<file path="src/rtl/mem_stage.sv">
// rtl/mem_stage.sv - RISC-V memory stage: bus access FSM, byte-lane formatting, M->W register
// Single-outstanding load/store master that stalls the front end while an access is in flight.
module mem_stage #(
  parameter int unsigned TIMEOUT = 255
) (
  input  logic        clk,
  input  logic        reset,
  input  logic        RegWriteM,
  input  logic [1:0]  ResultSrcM,
  input  logic        MemWriteM,
  input  logic [2:0]  funct3M,
  input  logic [31:0] ALUResultM,
  input  logic [31:0] WriteDataM,
  input  logic [4:0]  RdM,
  input  logic [31:0] PCPlus4M,
  output logic        mem_req,
  output logic        mem_we,
  output logic [31:0] mem_addr,
  output logic [31:0] mem_wdata,
  output logic [3:0]  mem_wstrb,
  input  logic        mem_ready,
  input  logic [31:0] mem_rdata,
  output logic        StallM,
  output logic        RegWriteW,
  output logic [1:0]  ResultSrcW,
  output logic [31:0] ALUResultW,
  output logic [31:0] ReadDataW,
  output logic [4:0]  RdW,
  output logic [31:0] PCPlus4W,
  output logic [1:0]  FaultW
);

  typedef enum logic [1:0] {IDLE, REQ, RESP} state_t;

  localparam logic [7:0] LAST_REQ = 8'(TIMEOUT - 1);

  state_t      state, stateNext;
  logic [7:0]  reqCount;
  logic        timedOut;
  logic [31:0] rdataQ;
  logic [2:0]  funct3Q;
  logic [1:0]  offsetQ;

  logic        isStore, isLoad, isAccess, badFunct3, misaligned, accFault, accGo;
  logic [3:0]  stWstrb;
  logic [31:0] stWdata;
  logic        stall, wRegWrite;
  logic [1:0]  wFault;
  logic [31:0] loadShifted, loadExt;
  logic [7:0]  loadByte;
  logic [15:0] loadHalf;

  // A set MemWriteM takes precedence, so a load is only ResultSrcM=01 without a store.
  assign isStore    = MemWriteM;
  assign isLoad     = (ResultSrcM == 2'b01) && !MemWriteM;
  assign isAccess   = isStore || isLoad;
  assign badFunct3  = isStore ? (funct3M >= 3'b011)
                              : ((funct3M == 3'b011) || (funct3M[2:1] == 2'b11));
  assign misaligned = ((funct3M[1:0] == 2'b01) && ALUResultM[0]) ||
                      ((funct3M[1:0] == 2'b10) && (ALUResultM[1:0] != 2'b00));
  assign accFault   = isAccess && (badFunct3 || misaligned);
  assign accGo      = isAccess && !accFault;

  always_comb begin
    stWstrb = 4'b1111;
    stWdata = WriteDataM;
    case (funct3M[1:0])
      2'b00: begin
        stWstrb = 4'b0001 << ALUResultM[1:0];
        stWdata = {4{WriteDataM[7:0]}};
      end
      2'b01: begin
        stWstrb = ALUResultM[1] ? 4'b1100 : 4'b0011;
        stWdata = {2{WriteDataM[15:0]}};
      end
      default: ;
    endcase
  end

  assign loadShifted = rdataQ >> {offsetQ, 3'b000};
  assign loadByte    = loadShifted[7:0];
  assign loadHalf    = offsetQ[1] ? rdataQ[31:16] : rdataQ[15:0];

  always_comb begin
    case (funct3Q)
      3'b000:  loadExt = {{24{loadByte[7]}}, loadByte};
      3'b100:  loadExt = {24'd0, loadByte};
      3'b001:  loadExt = {{16{loadHalf[15]}}, loadHalf};
      3'b101:  loadExt = {16'd0, loadHalf};
      default: loadExt = rdataQ;
    endcase
  end

  always_comb begin
    stateNext = state;
    stall     = 1'b0;
    wRegWrite = 1'b0;
    wFault    = 2'b00;
    case (state)
      IDLE: begin
        if (accGo) begin
          stall     = 1'b1;
          stateNext = REQ;
        end else begin
          wRegWrite = accFault ? 1'b0 : RegWriteM;
          wFault    = accFault ? 2'b01 : 2'b00;
        end
      end
      REQ: begin
        stall = 1'b1;
        // Ready on the last permitted cycle wins over the abort.
        if (mem_ready || (reqCount == LAST_REQ)) stateNext = RESP;
      end
      RESP: begin
        stateNext = IDLE;
        wRegWrite = timedOut ? 1'b0 : RegWriteM;
        wFault    = timedOut ? 2'b10 : 2'b00;
      end
      default: stateNext = IDLE;
    endcase
  end

  assign StallM = stall && !reset;

  always_ff @(posedge clk or posedge reset) begin
    if (reset) begin
      state      <= IDLE;
      reqCount   <= 8'd0;
      timedOut   <= 1'b0;
      rdataQ     <= 32'd0;
      funct3Q    <= 3'd0;
      offsetQ    <= 2'd0;
      mem_req    <= 1'b0;
      mem_we     <= 1'b0;
      mem_addr   <= 32'd0;
      mem_wdata  <= 32'd0;
      mem_wstrb  <= 4'd0;
      RegWriteW  <= 1'b0;
      ResultSrcW <= 2'd0;
      ALUResultW <= 32'd0;
      ReadDataW  <= 32'd0;
      RdW        <= 5'd0;
      PCPlus4W   <= 32'd0;
      FaultW     <= 2'd0;
    end else begin
      state   <= stateNext;
      mem_req <= (stateNext == REQ);
      if (state == IDLE && accGo) begin
        mem_we    <= isStore;
        mem_addr  <= {ALUResultM[31:2], 2'b00};
        mem_wdata <= isStore ? stWdata : 32'd0;
        mem_wstrb <= isStore ? stWstrb : 4'b0000;
        funct3Q   <= funct3M;
        offsetQ   <= ALUResultM[1:0];
        reqCount  <= 8'd0;
        timedOut  <= 1'b0;
      end
      if (state == REQ) begin
        if (mem_ready) rdataQ <= mem_rdata;
        else if (reqCount == LAST_REQ) timedOut <= 1'b1;
        else reqCount <= reqCount + 8'd1;
      end
      // Bubbles only need RegWriteW/FaultW cleared; the remaining fields follow M.
      RegWriteW  <= wRegWrite;
      FaultW     <= wFault;
      ResultSrcW <= ResultSrcM;
      ALUResultW <= ALUResultM;
      ReadDataW  <= loadExt;
      RdW        <= RdM;
      PCPlus4W   <= PCPlus4M;
    end
  end

endmodule

</file>
<file path="config.mk">
export PLATFORM = sky130hd
export DESIGN_NAME = mem_stage
export DESIGN_NICKNAME = d
export VERILOG_FILES = /design/src/rtl/mem_stage.sv
export SDC_FILE = /design/constraint.sdc
export NUM_CORES = 1
export LEC_CHECK = 0
export ABC_AREA = 1
export BUFFER_PORTS_ARGS = -buffer_cell sky130_fd_sc_hd__buf_2
export CAP_MARGIN = 20
export CELL_PAD_IN_SITES_DETAIL_PLACEMENT = 0
export CELL_PAD_IN_SITES_GLOBAL_PLACEMENT = 1
export CORE_MARGIN = 4
export CORE_UTILIZATION = 36
export CTS_BUF_LIST = sky130_fd_sc_hd__clkbuf_8 sky130_fd_sc_hd__clkbuf_16
export DETAILED_ROUTE_END_ITERATION = 10
export PLACE_DENSITY = 0.84
export SLEW_MARGIN = 20
export SYNTH_ARGS = -nofsm -noshare
export SYNTH_HDL_FRONTEND = slang
export SYNTH_SLANG_ARGS = --single-unit
</file>
<file path="constraint.sdc">
create_clock -name clk -period 8.2 [get_ports clk]
set_input_delay 0.82 -clock clk [delete_from_list [all_inputs] [get_ports clk]]
set_output_delay 0.82 -clock clk [all_outputs]
set_load 0.02 [all_outputs]
</file>
; ---- Word level (Yosys, flattened, before mapping)
; Cells that the tools add are included.
[classes]
addsub = 1
magnitude_cmp = 1
eq_ne = 12
shifts = 2
n_mux = 29
n_reduce_logical = 20
[op_table]
columns = operator, count
row1 = 32-bit one-hot mux with 4 select lines, 1
row2 = 32-bit one-hot mux with 2 select lines, 1
row3 = 32-bit two-way mux, 1
row4 = 8-bit two-way mux, 4
row5 = 32-bit by 5-bit right shift with 8-bit output, 1
row6 = 16-bit two-way mux, 1
row7 = 1-bit two-way mux, 11
row8 = 8-bit by 1-bit adder with 8-bit output (second input constant), 1
row9 = 2-bit by 1-bit equality test with 1-bit output (second input constant), 4
row10 = 8-bit equality test (second input constant), 1
row11 = 4-bit two-way mux, 2
row12 = 2-bit one-hot mux with 2 select lines, 2
row13 = 4-bit one-hot mux with 2 select lines, 1
row14 = 1-bit logical AND, 7
row15 = 2-bit equality test (second input constant), 3
row16 = 3-bit equality test (second input constant), 2
row17 = 2-bit two-way mux, 3
row18 = 1-bit logical OR, 5
row19 = 2-bit zero test, 2
row20 = 1-bit one-hot mux with 2 select lines, 2
row21 = 1-bit by 2-bit << shifter with 4-bit output (first input constant), 1
row22 = 3-bit by 1-bit equality test with 1-bit output (second input constant), 1
row23 = 3-bit by 2-bit equality test with 1-bit output (second input constant), 1
row24 = 3-bit by 2-bit >= comparator with 1-bit output (second input constant), 1
row25 = 4 further kinds, 6
[totals]
regBits = 222
input_bits = 143
word_cells = 83

; ---- Logic depth before layout (Yosys ltp)
; Gate-level depths: netlist of the first run.
[logic_depth]
ltp_word = 12
ltp_mapped = 8
mapped_depth_nobuf = 7

; ---- Worst setup path before layout of the first run
; No wires, ideal clock.
[synth_path]
path_kind = input port to output port
start = input funct3M[0]
end = output StallM
t_arrival_ps = 1816
setup_slack_ps = 5564
stages = 6
path_cell_list = nor2_1 nand2_1 nand2_1 nand3_2 clkbuf_1 a21oi_1
[synth_between]
elab_chain_cells = 10
word_cells_on_any_way = 16
cone_classes = 1 x order compare / 3 x eq/ne / 3 x mux / 9 x reduce/logical
[synth_rtl]
columns = element, line_no
row1 = start: declaration, 11  ; input logic [2:0] funct3M,
row2 = "parallel branches: the longest is 3 deep, another holds 3-bit by 2-bit >= comparator with 1-bit output", --
row3 = 1-bit logical OR (*), 61  ; assign accFault = isAccess && (badFunct3 || misaligned);
row4 = 1-bit logical AND (*), 61
row5 = 1-bit zero test (*), 62  ; assign accGo = isAccess && !accFault;
row6 = 1-bit logical AND (*), 62
row7 = 1-bit two-way mux (*), 101  ; if (accGo) begin
row8 = 1-bit one-hot mux with 2 select lines (*), 99  ; case (state)
row9 = 1-bit logical AND (*), 123  ; assign StallM = stall && !reset;
row10 = end: declaration, 23  ; output logic StallM,
; Every way passes the cells marked *.

; ---- Final worst setup path of the first run
[layout_path]
start = input funct3M[1]
end = output StallM
[layout_between]
elab_chain_cells = 10
word_cells_on_any_way = 17
cone_classes = 1 x order compare / 4 x eq/ne / 3 x mux / 9 x reduce/logical
[layout_rtl]
columns = element, line_no
row1 = "parallel branches: the longest is 3 deep, another holds 3-bit by 2-bit >= comparator with 1-bit output", --
row2 = 1-bit logical OR (*), 61
row3 = 1-bit logical AND (*), 61
row4 = 1-bit zero test (*), 62
row5 = 1-bit logical AND (*), 62
row6 = 1-bit two-way mux (*), 101
row7 = 1-bit one-hot mux with 2 select lines (*), 99
row8 = 1-bit logical AND (*), 123
; Marked as above.

==> results of run 1 <==
[registers in the layout (all words and copies together) (netlist names)]
register	cells
offsetQ	2
rdataQ	32
funct3Q	3
mem_wstrb	4
mem_addr	30
ResultSrcW	2
RdW	5
timedOut	1
ReadDataW	32
ALUResultW	32
mem_wdata	32
PCPlus4W	32
mem_we	1
mem_req	1
FaultW	2
RegWriteW	1
state	2
reqCount	8
[power by group through the flow]
stage	clock [mW]	sequential [mW]	combinational, mW
after floorplan	0	1.77	0.430
after global placement	0	1.56	1.01
after detailed placement	0	1.56	1.03
after CTS	1.08	1.55	1.03
after global routing	1.13	1.58	1.12
final	1.05	1.55	1.01
[worst min path at each step]
stage	from	endpoint	slack, ns
3_3_place_gp	mem_addr[26]	mem_addr[26]	0.46
5_1_grt	PCPlus4M[25]	PCPlus4W[25]	0.38
4_1_cts	PCPlus4M[7]	PCPlus4W[7]	0.39
2_1_floorplan	rdataQ[1]	ReadDataW[1]	0.46
3_5_place_dp	mem_addr[8]	mem_addr[8]	0.46
6_report	PCPlus4M[7]	PCPlus4W[7]	0.41
[stage by stage]
stage | hold slack, ns | std cells | setup WS, ns | util [%] | power [mW]
detailed placement | 0.461 | 1337 | 3.89 | 44.5 | 2.59
global route | 0.385 | 1383 | 4.13 | 48.1 | 3.83
floorplan | 0.459 | 765 | 1.30 | - | 2.20
global placement | 0.457 | 1337 | 4.01 | 44.5 | 2.57
CTS | 0.387 | 1381 | 4.46 | 48.0 | 3.66
finish | 0.410 | 1383 | 4.54 | 48.1 | 3.62
[critical path, delay by kind of cell]
kind / cells / cell delay (ns)
simple gates: 3 / 0.97
compound gates: 1 / 0.39
buf+inv: 3 / 0.65
[logic make-up after synthesis]
kind of cell	count (synthesis)	share of synthesized area, %
other	1	0.0455
XOR/XNOR	5	0.532
flip-flops	222	67.4
buffers and inverters	80	4.18
multiplexers	23	3.14
AO/OA/AOI/OAI	123	9.39
adder cells (fa/ha/maj)	2	0.304
AND/OR/NAND/NOR	308	15.0
[cells in the final DEF (no fill, tap or decap)]
cell / netlist / routed
buf_2: 11 / 317
nand2_1: 227 / 227
dfrtp_1: 222 / 221
o21ai_0: 56 / 56
inv_1: 44 / 49
nor2_1: 36 / 36
nand3_1: 34 / 34
o21ai_2: 29 / 29
clkbuf_16: 0 / 25
mux2_2: 23 / 23
a21oi_1: 20 / 20
o211ai_1: 6 / 6
or2_2: 6 / 6
o311ai_0: 5 / 5
clkbuf_8: 0 / 5
clkinv_2: 0 / 5
xor2_1: 4 / 4
inv_2: 3 / 3
o22ai_1: 3 / 3
buf_4: 2 / 3
diode_2: 0 / 2
o21a_1: 2 / 2
ha_1: 2 / 2
conb_1: 1 / 2
inv_6: 0 / 2
a21oi_2: 1 / 1
nand3_4: 0 / 1
nand2_4: 1 / 1
nor2_2: 1 / 1
a21boi_0: 1 / 1
xnor2_1: 1 / 1
nand4_1: 1 / 1
nor3_1: 1 / 1
inv_8: 0 / 1
bufinv_16: 0 / 1
dfrtp_2: 0 / 1
[area by class of cell]
| cell class | count | area [um2] |
|---|---|---|
| Clock buffer | 30 | 694 |
| Multi-Input combinational cell | 463 | 2350 |
| Sequential cell | 222 | 5560 |
| Clock inverter | 14 | 95.1 |
| Antenna cell | 2 | 5.00 |
| Inverter | 47 | 184 |
| Timing Repair Buffer | 320 | 1610 |
| Fill cell | 2155 | 11700 |
| Tap cell | 285 | 357 |
[routing by layer]
layer / vias up / part of all wire [%] / GRT usage [%]
met5: - / 0 / 0
met3: 34 / 8.3 / 4.92
li1: 3088 / - / -
met1: 3053 / 41 / 22.6
met2: 253 / 48 / 29.6
met4: 0 / 2.2 / 4.97
==> flow_metrics.py, run 1 <==
metrics = {
    "timing": {
        "timing.slew.headroom_pct": 36.7,
        "setup_repair_after_global_routing_missed_its_margin": "no",
        "setup_viol": 0,
        "hold_viol": 0,
        "timing.setup.tns_ns": 0,
        "worst_pin_slew_ns": 0.950,
        "finalCritPeriodShare_pct": 44.7,
        "final-max-slew-violation-count": 0,
        "finalCriticalPeriod_ns": 3.66,
        "finClkSkew_ns": 0.0127,
        "timing.fmax_ghz": 0.273,
    },
    "pwr": {
        "sw_frac_of_total_pct": 34.7,
        "power.share.combinational_pct": 28.1,
        "clockPowerShare_pct": 29.1,
        "pwr-share-seq_pct": 42.8,
        "switchingPower_mw": 1.25,
        "power.density_nw_per_um2": 333,
        "power_leakage_nw": 5.77,
        "max-vdd-ir-drop_v": 0.000151,
        "internal_power_mw": 2.36,
    },
    "cts": {
        "post_cts_hold_buffer_count": 0,
        "cts-buffers-inserted": 25,
        "clockRootBuffer": "clkbuf_16",
        "postCtsSetupBuffers": 0,
        "h_tree_levels": 1,
        "cts_repair_resize_count": 0,
        "clockBufferDepth": 3,
        "clock_sinks": 222,
        "cts_tree": "yes",
        "worstSkewPairLatency_ns": 0.51,
        "clk_transition_reported_paths_ns": 0.06,
    },
    "drt": {
        "drt_drc_violations_left": 0,
        "detail_route.wl_per_cell_um": 16.6,
        "firstDrtPassIters": 4,
        "ant_nets": 0,
        "routed-via-count": 6428,
        "routed_via_density": 4.65,
        "routed_wirelength_um": 22900,
        "drt_iter0_drc": 322,
    },
    "setup_path": {
        "worst_path_largest_cell_delay_ns": 0.73,
        "reg2regPathDepth": 7,
        "cp_data_arrival_time_ns": 2.84,
        "timing.critical_path.from_type": "input pin",
        "worstPathCellList": "buf_2, inv_2, nand2_1, nand2_1, nand3_4, a21oi_1, buf_2",
        "crit_start": "funct3M[1]",
        "slowest_stage": "nand3_4",
        "crit_end": "StallM",
        "r2r_end": "mem_wstrb[3]",
        "setup.worst_path.class": "input pin to primary output",
        "regToRegSetupSlack_ns": 4.78,
        "critical_path_required_ns": 7.38,
        "critPathMaxFanout": 82,
        "setup.worst_path.end_class": "primary output",
        "worst_r2r_startpoint": "state[0]",
    },
    "placement": {
        "io_buffer_count": 317,
        "place_hpwl_um": 16700,
        "place_area_um2": 10100,
        "place_congestion": 0.826,
    },
    "synth": {
        "synth.cells.most_frequent": "227 x nand2_1, 222 x dfrtp_1, 56 x o21ai_0",
        "synth_area_um2": 8240,
        "synth_enable_flop_cells": 0,
        "synth_top_area_share_pct": 67.4,
        "ys_types": 31,
        "synthCells": 764,
        "synth-warning-count": 0,
        "synth.ff_latch_count": 222,
        "synth.yosys.seq_area_share_pct": 67.4,
        "synth_area_per_cell_um2": 10.8,
        "synth.largest_area_cell": "dfrtp_1",
        "yosysMostFrequentCell": "nand2_1",
        "synthArstFlopShare_pct": 100,
        "synth_top_cells_by_area": "dfrtp_1 67%, nand2_1 10%, o21ai_0 3.4%",
        "ys.flop_type": "dfrtp_1",
    },
    "global_routing": {
        "antenna_found_initial": 3,
        "first_global_vias": 6715,
        "grt_use_total_pct": 17.6,
        "grt_pass1_wl_um": 36500,
        "remaining_global_route_overflow": 0,
        "grt_start_max_net_pins": 115,
    },
    "cells_and_area": {
        "layout-drive-gt1-share_pct": 38.8,
        "area_growth_syn_to_layout_pct": 31.7,
        "finish.instance_area_um2": 10900,
        "final_net_count": 1224,
    },
    "die": {
        "vertical_die_dimension_um": 159,
        "die_area_um2": 25400,
        "horiz_die_dim_um": 159,
        "fp.coreArea_um2": 22600,
        "floorplan.initialDensity_pct": 36.5,
        "row_count": 55,
        "design.portCount": 320,
    },
    "run_status": {
        "status": "finished, final reports clean",
    },
    "min_path": {
        "holdPathStages": 1,
        "min-delay-path-class": "input pin to flip-flop",
    },
    "run": {
        "max-cap-violations": 0,
    },
}
(Power assumes the default switching activity.)
==> run 2: changes to the inputs <==
--- a/config.mk
+++ b/config.mk
@@ -5,16 +5,16 @@
 export SDC_FILE = /design/constraint.sdc
 export NUM_CORES = 1
 export LEC_CHECK = 0
-export ABC_AREA = 1
+export ABC_AREA = 0
 export BUFFER_PORTS_ARGS = -buffer_cell sky130_fd_sc_hd__buf_2
 export CAP_MARGIN = 20
 export CELL_PAD_IN_SITES_DETAIL_PLACEMENT = 0
 export CELL_PAD_IN_SITES_GLOBAL_PLACEMENT = 1
 export CORE_MARGIN = 4
-export CORE_UTILIZATION = 36
+export CORE_UTILIZATION = 34
 export CTS_BUF_LIST = sky130_fd_sc_hd__clkbuf_8 sky130_fd_sc_hd__clkbuf_16
 export DETAILED_ROUTE_END_ITERATION = 10
-export PLACE_DENSITY = 0.84
+export PLACE_DENSITY = 0.81
 export SLEW_MARGIN = 20
 export SYNTH_ARGS = -nofsm -noshare
 export SYNTH_HDL_FRONTEND = slang
==> constraint.sdc (replaced) <==
create_clock -name clk -period 2.95 [get_ports clk]
set_input_delay 0.295 -clock clk [delete_from_list [all_inputs] [get_ports clk]]
set_output_delay 0.295 -clock clk [all_outputs]
set_load 0.02 [all_outputs]
==> flow_metrics.py, run 2 <==
metrics = {
    "cts": {
        "clockRootBuffer": "clkbuf_16",
        "clk_transition_reported_paths_ns": 0.06,
        "worstSkewPairLatency_ns": 0.51,
        "clock_sinks": 222,
        "cts-buffers-inserted": 26,
        "h_tree_levels": 1,
        "cts_tree": "yes",
        "postCtsSetupBuffers": 0,
        "clockBufferDepth": 3,
    },
    "setup_path": {
        "reg2regPathDepth": 4,
        "timing.critical_path.from_type": "input pin",
        "r2r_end": "ReadDataW[27]",
        "setup.worst_path.class": "input pin to primary output",
        "cp_data_arrival_time_ns": 2.40,
        "setup.worst_path.end_class": "primary output",
        "critPathMaxFanout": 9,
        "regToRegSetupSlack_ns": 0.85,
        "critical_path_required_ns": 2.65,
        "worst_r2r_startpoint": "offsetQ[1]",
    },
    "cells_and_area": {
        "layout-drive-gt1-share_pct": 43.6,
        "postLayoutCoreUtil_pct": 51.2,
        "most_frequent_cells_in_the_layout": "317 x buf_2, 222 x dfrtp_1, 116 x nand2_1, 89 x dlygate4sd3_1, 86 x mux2_2",
        "finish.instance_area_um2": 12100,
        "post_layout_cell_count": 1389,
        "antenna_cells_inserted": 0,
        "layout_commonest_cell": "buf_2",
        "area_growth_syn_to_layout_pct": 46.7,
        "final_net_count": 1195,
    },
    "timing": {
        "timing.fmax_ghz": 0.371,
        "timing.slew.headroom_pct": 39.8,
        "hold_viol": 0,
        "finalCriticalPeriod_ns": 2.70,
        "final-max-slew-violation-count": 0,
        "worst_pin_slew_ns": 0.901,
        "setup_viol": 0,
        "finalCritPeriodShare_pct": 91.4,
        "finClkSkew_ns": 0.0142,
        "holdWs_ns": 0.0241,
        "setup_repair_after_global_routing_missed_its_margin": "no",
        "timing.setup.tns_ns": 0,
    },
    "drt": {
        "drt_iter0_drc": 315,
        "routed_via_density": 4.69,
        "firstDrtPassIters": 4,
        "routed_wirelength_um": 24800,
        "routed-via-count": 6508,
        "ant_nets": 0,
        "drt_drc_violations_left": 0,
        "detail_route.wl_per_cell_um": 17.8,
    },
    "synth": {
        "post_synth_fa_ha_maj_area_fraction_pct": 0.303,
        "synth_top_family_by_area": "multiplexers",
        "synth_enable_flop_cells": 0,
        "synth.largest_area_cell": "dfrtp_1",
        "synth.ff_latch_count": 222,
        "ys.flop_type": "dfrtp_1",
        "synth_top_cells_by_area": "dfrtp_1 67%, mux2_2 12%, nand2_1 5.3%",
        "synthCells": 638,
        "synth.yosys.seq_area_share_pct": 67.2,
        "synth.cells.most_frequent": "222 x dfrtp_1, 116 x nand2_1, 86 x mux2_2",
        "ys_types": 43,
        "synth-warning-count": 0,
        "synth_area_um2": 8270,
        "synth_area_per_cell_um2": 13.0,
        "fraction_of_the_mapped_netlist_area_in_compound_gates_pct": 7.54,
        "synth_top_area_share_pct": 67.2,
        "synthMuxAreaShare_pct": 13.9,
        "yosys.area_share.simple_pct": 8.73,
        "synthArstFlopShare_pct": 100,
        "yosysMostFrequentCell": "dfrtp_1",
        "xor_and_xnor_fraction_of_the_mapped_netlist_area_pct": 0,
    },
    "global_routing": {
        "remaining_global_route_overflow": 0,
        "grt_util_met2_pct": 31.4,
        "grt_pass1_wl_um": 38100,
        "first_global_vias": 6872,
        "globalRouteMet1Util_pct": 21.7,
        "grt_busiest_layer": "met2",
        "antenna_found_initial": 1,
        "met3_usage_pct": 5.50,
        "grt_use_total_pct": 17.9,
        "grt_start_max_net_pins": 87,
    },
    "die": {
        "fp.coreArea_um2": 23700,
        "die_area_um2": 26900,
        "floorplan.initialDensity_pct": 34.9,
        "design.portCount": 320,
        "vertical_die_dimension_um": 164,
        "horiz_die_dim_um": 164,
        "row_count": 56,
    },
    "pwr": {
        "power.density_nw_per_um2": 891,
        "clockPowerShare_pct": 32.4,
        "power_leakage_nw": 6.03,
        "sw_frac_of_total_pct": 32.3,
        "power.share.combinational_pct": 27.0,
        "pwr-share-seq_pct": 40.5,
        "switchingPower_mw": 3.49,
        "internal_power_mw": 7.32,
        "max-vdd-ir-drop_v": 0.000453,
    },
    "run_status": {
        "status": "finished, final reports clean",
    },
    "placement": {
        "place_congestion": 0.829,
        "place_area_um2": 10300,
        "post_place_cells": 1252,
        "io_buffer_count": 317,
        "place_hpwl_um": 17400,
    },
    "min_path": {
        "worstHoldStart": "mem_rdata[24]",
        "holdPathStages": 2,
        "hold_path_end": "rdataQ[24]",
        "min-delay-path-class": "input pin to flip-flop",
    },
    "run": {
        "max-cap-violations": 0,
    },
}
==> run 2: cell count changes after synthesis, sizes merged, moves of 7 or more <==
| cell | previous run | this run |
|---|---|---|
| mux2 | 23 | 86 |
| o21ai | 85 | 55 |
| nor2 | 37 | 14 |
| nand3 | 35 | 15 |
| inv | 47 | 6 |
| a221o | 0 | 12 |
| clkbuf | 16 | 23 |
| a22o | 0 | 9 |
| a21oi | 21 | 3 |
| mux2i | 0 | 16 |
| nand2 | 228 | 116 |
==> run 2: metrics by stage <==
step | worst slack [ns] | power (mW)
after floorplan | -0.241 | 6.14
after global placement | 0.698 | 7.22
after detailed placement | 0.649 | 7.28
after CTS | 0.273 | 11.0
after global routing | 0.192 | 11.4
final | 0.253 | 10.8
==> run 2: how the worst max path moves through the flow <==
stage	startpoint	endpoint	slack, ns	cells after the start
2_1_floorplan	reset	ALUResultW[0]	-0.24	1
3_3_place_gp	ALUResultM[0]	mem_addr[8]	0.70	6
3_5_place_dp	ALUResultM[0]	mem_addr[29]	0.65	5
4_1_cts	ALUResultM[0]	StallM	0.27	6
5_1_grt	ALUResultM[0]	StallM	0.19	6
6_report	ALUResultM[0]	StallM	0.25	6
==> run 2: cell families after synthesis <==
kind of cell / count (synthesis)
flops: 222
simple gates: 170
mux: 103
compound gates: 96
buf+inv: 44
fa+ha+maj: 2
other cells: 1
==> run 2: cell type report <==
| cell class | instances | area (um2) |
|---|---|---|
| multi-input combinational | 373 | 2550 |
| timing repair buffer | 421 | 2640 |
| tap | 319 | 399 |
| fill | 2084 | 11500 |
| clock buffer | 33 | 758 |
| inverter | 6 | 26.3 |
| clock inverter | 15 | 209 |
| sequential | 222 | 5560 |
==> run 2: timing repair <==
action | 4_1_cts | 5_1_grt
hold buffers | 89 | 0
hold endpoints to repair | 115 | 0
endpoints found under the setup margin | 0 | 0
gates resized for setup | 0 | 0
==> run 2: routing by layer <==
metal | routed length, um | share of wire [%]
met4 | 569 | 2.3
met5 | 0 | 0
met2 | 12100 | 49
met3 | 2300 | 9.3
met1 | 9860 | 40
==> run 2: power by group through the flow <==
stage	registers, mW	clock network, mW	logic [mW]
after global placement	4.40	0	2.81
after global routing	4.49	3.74	3.18
after CTS	4.38	3.61	2.96
final	4.38	3.51	2.92
after detailed placement	4.42	0	2.86
after floorplan	4.93	0	1.22
==> run 2: worst max-delay path: stages <==
cell and delay, ns:
dlygate4sd3_1 0.53, buf_2 0.19, a221oi_1 0.53, o221ai_4 0.25, a211oi_1 0.36, buf_2 0.24
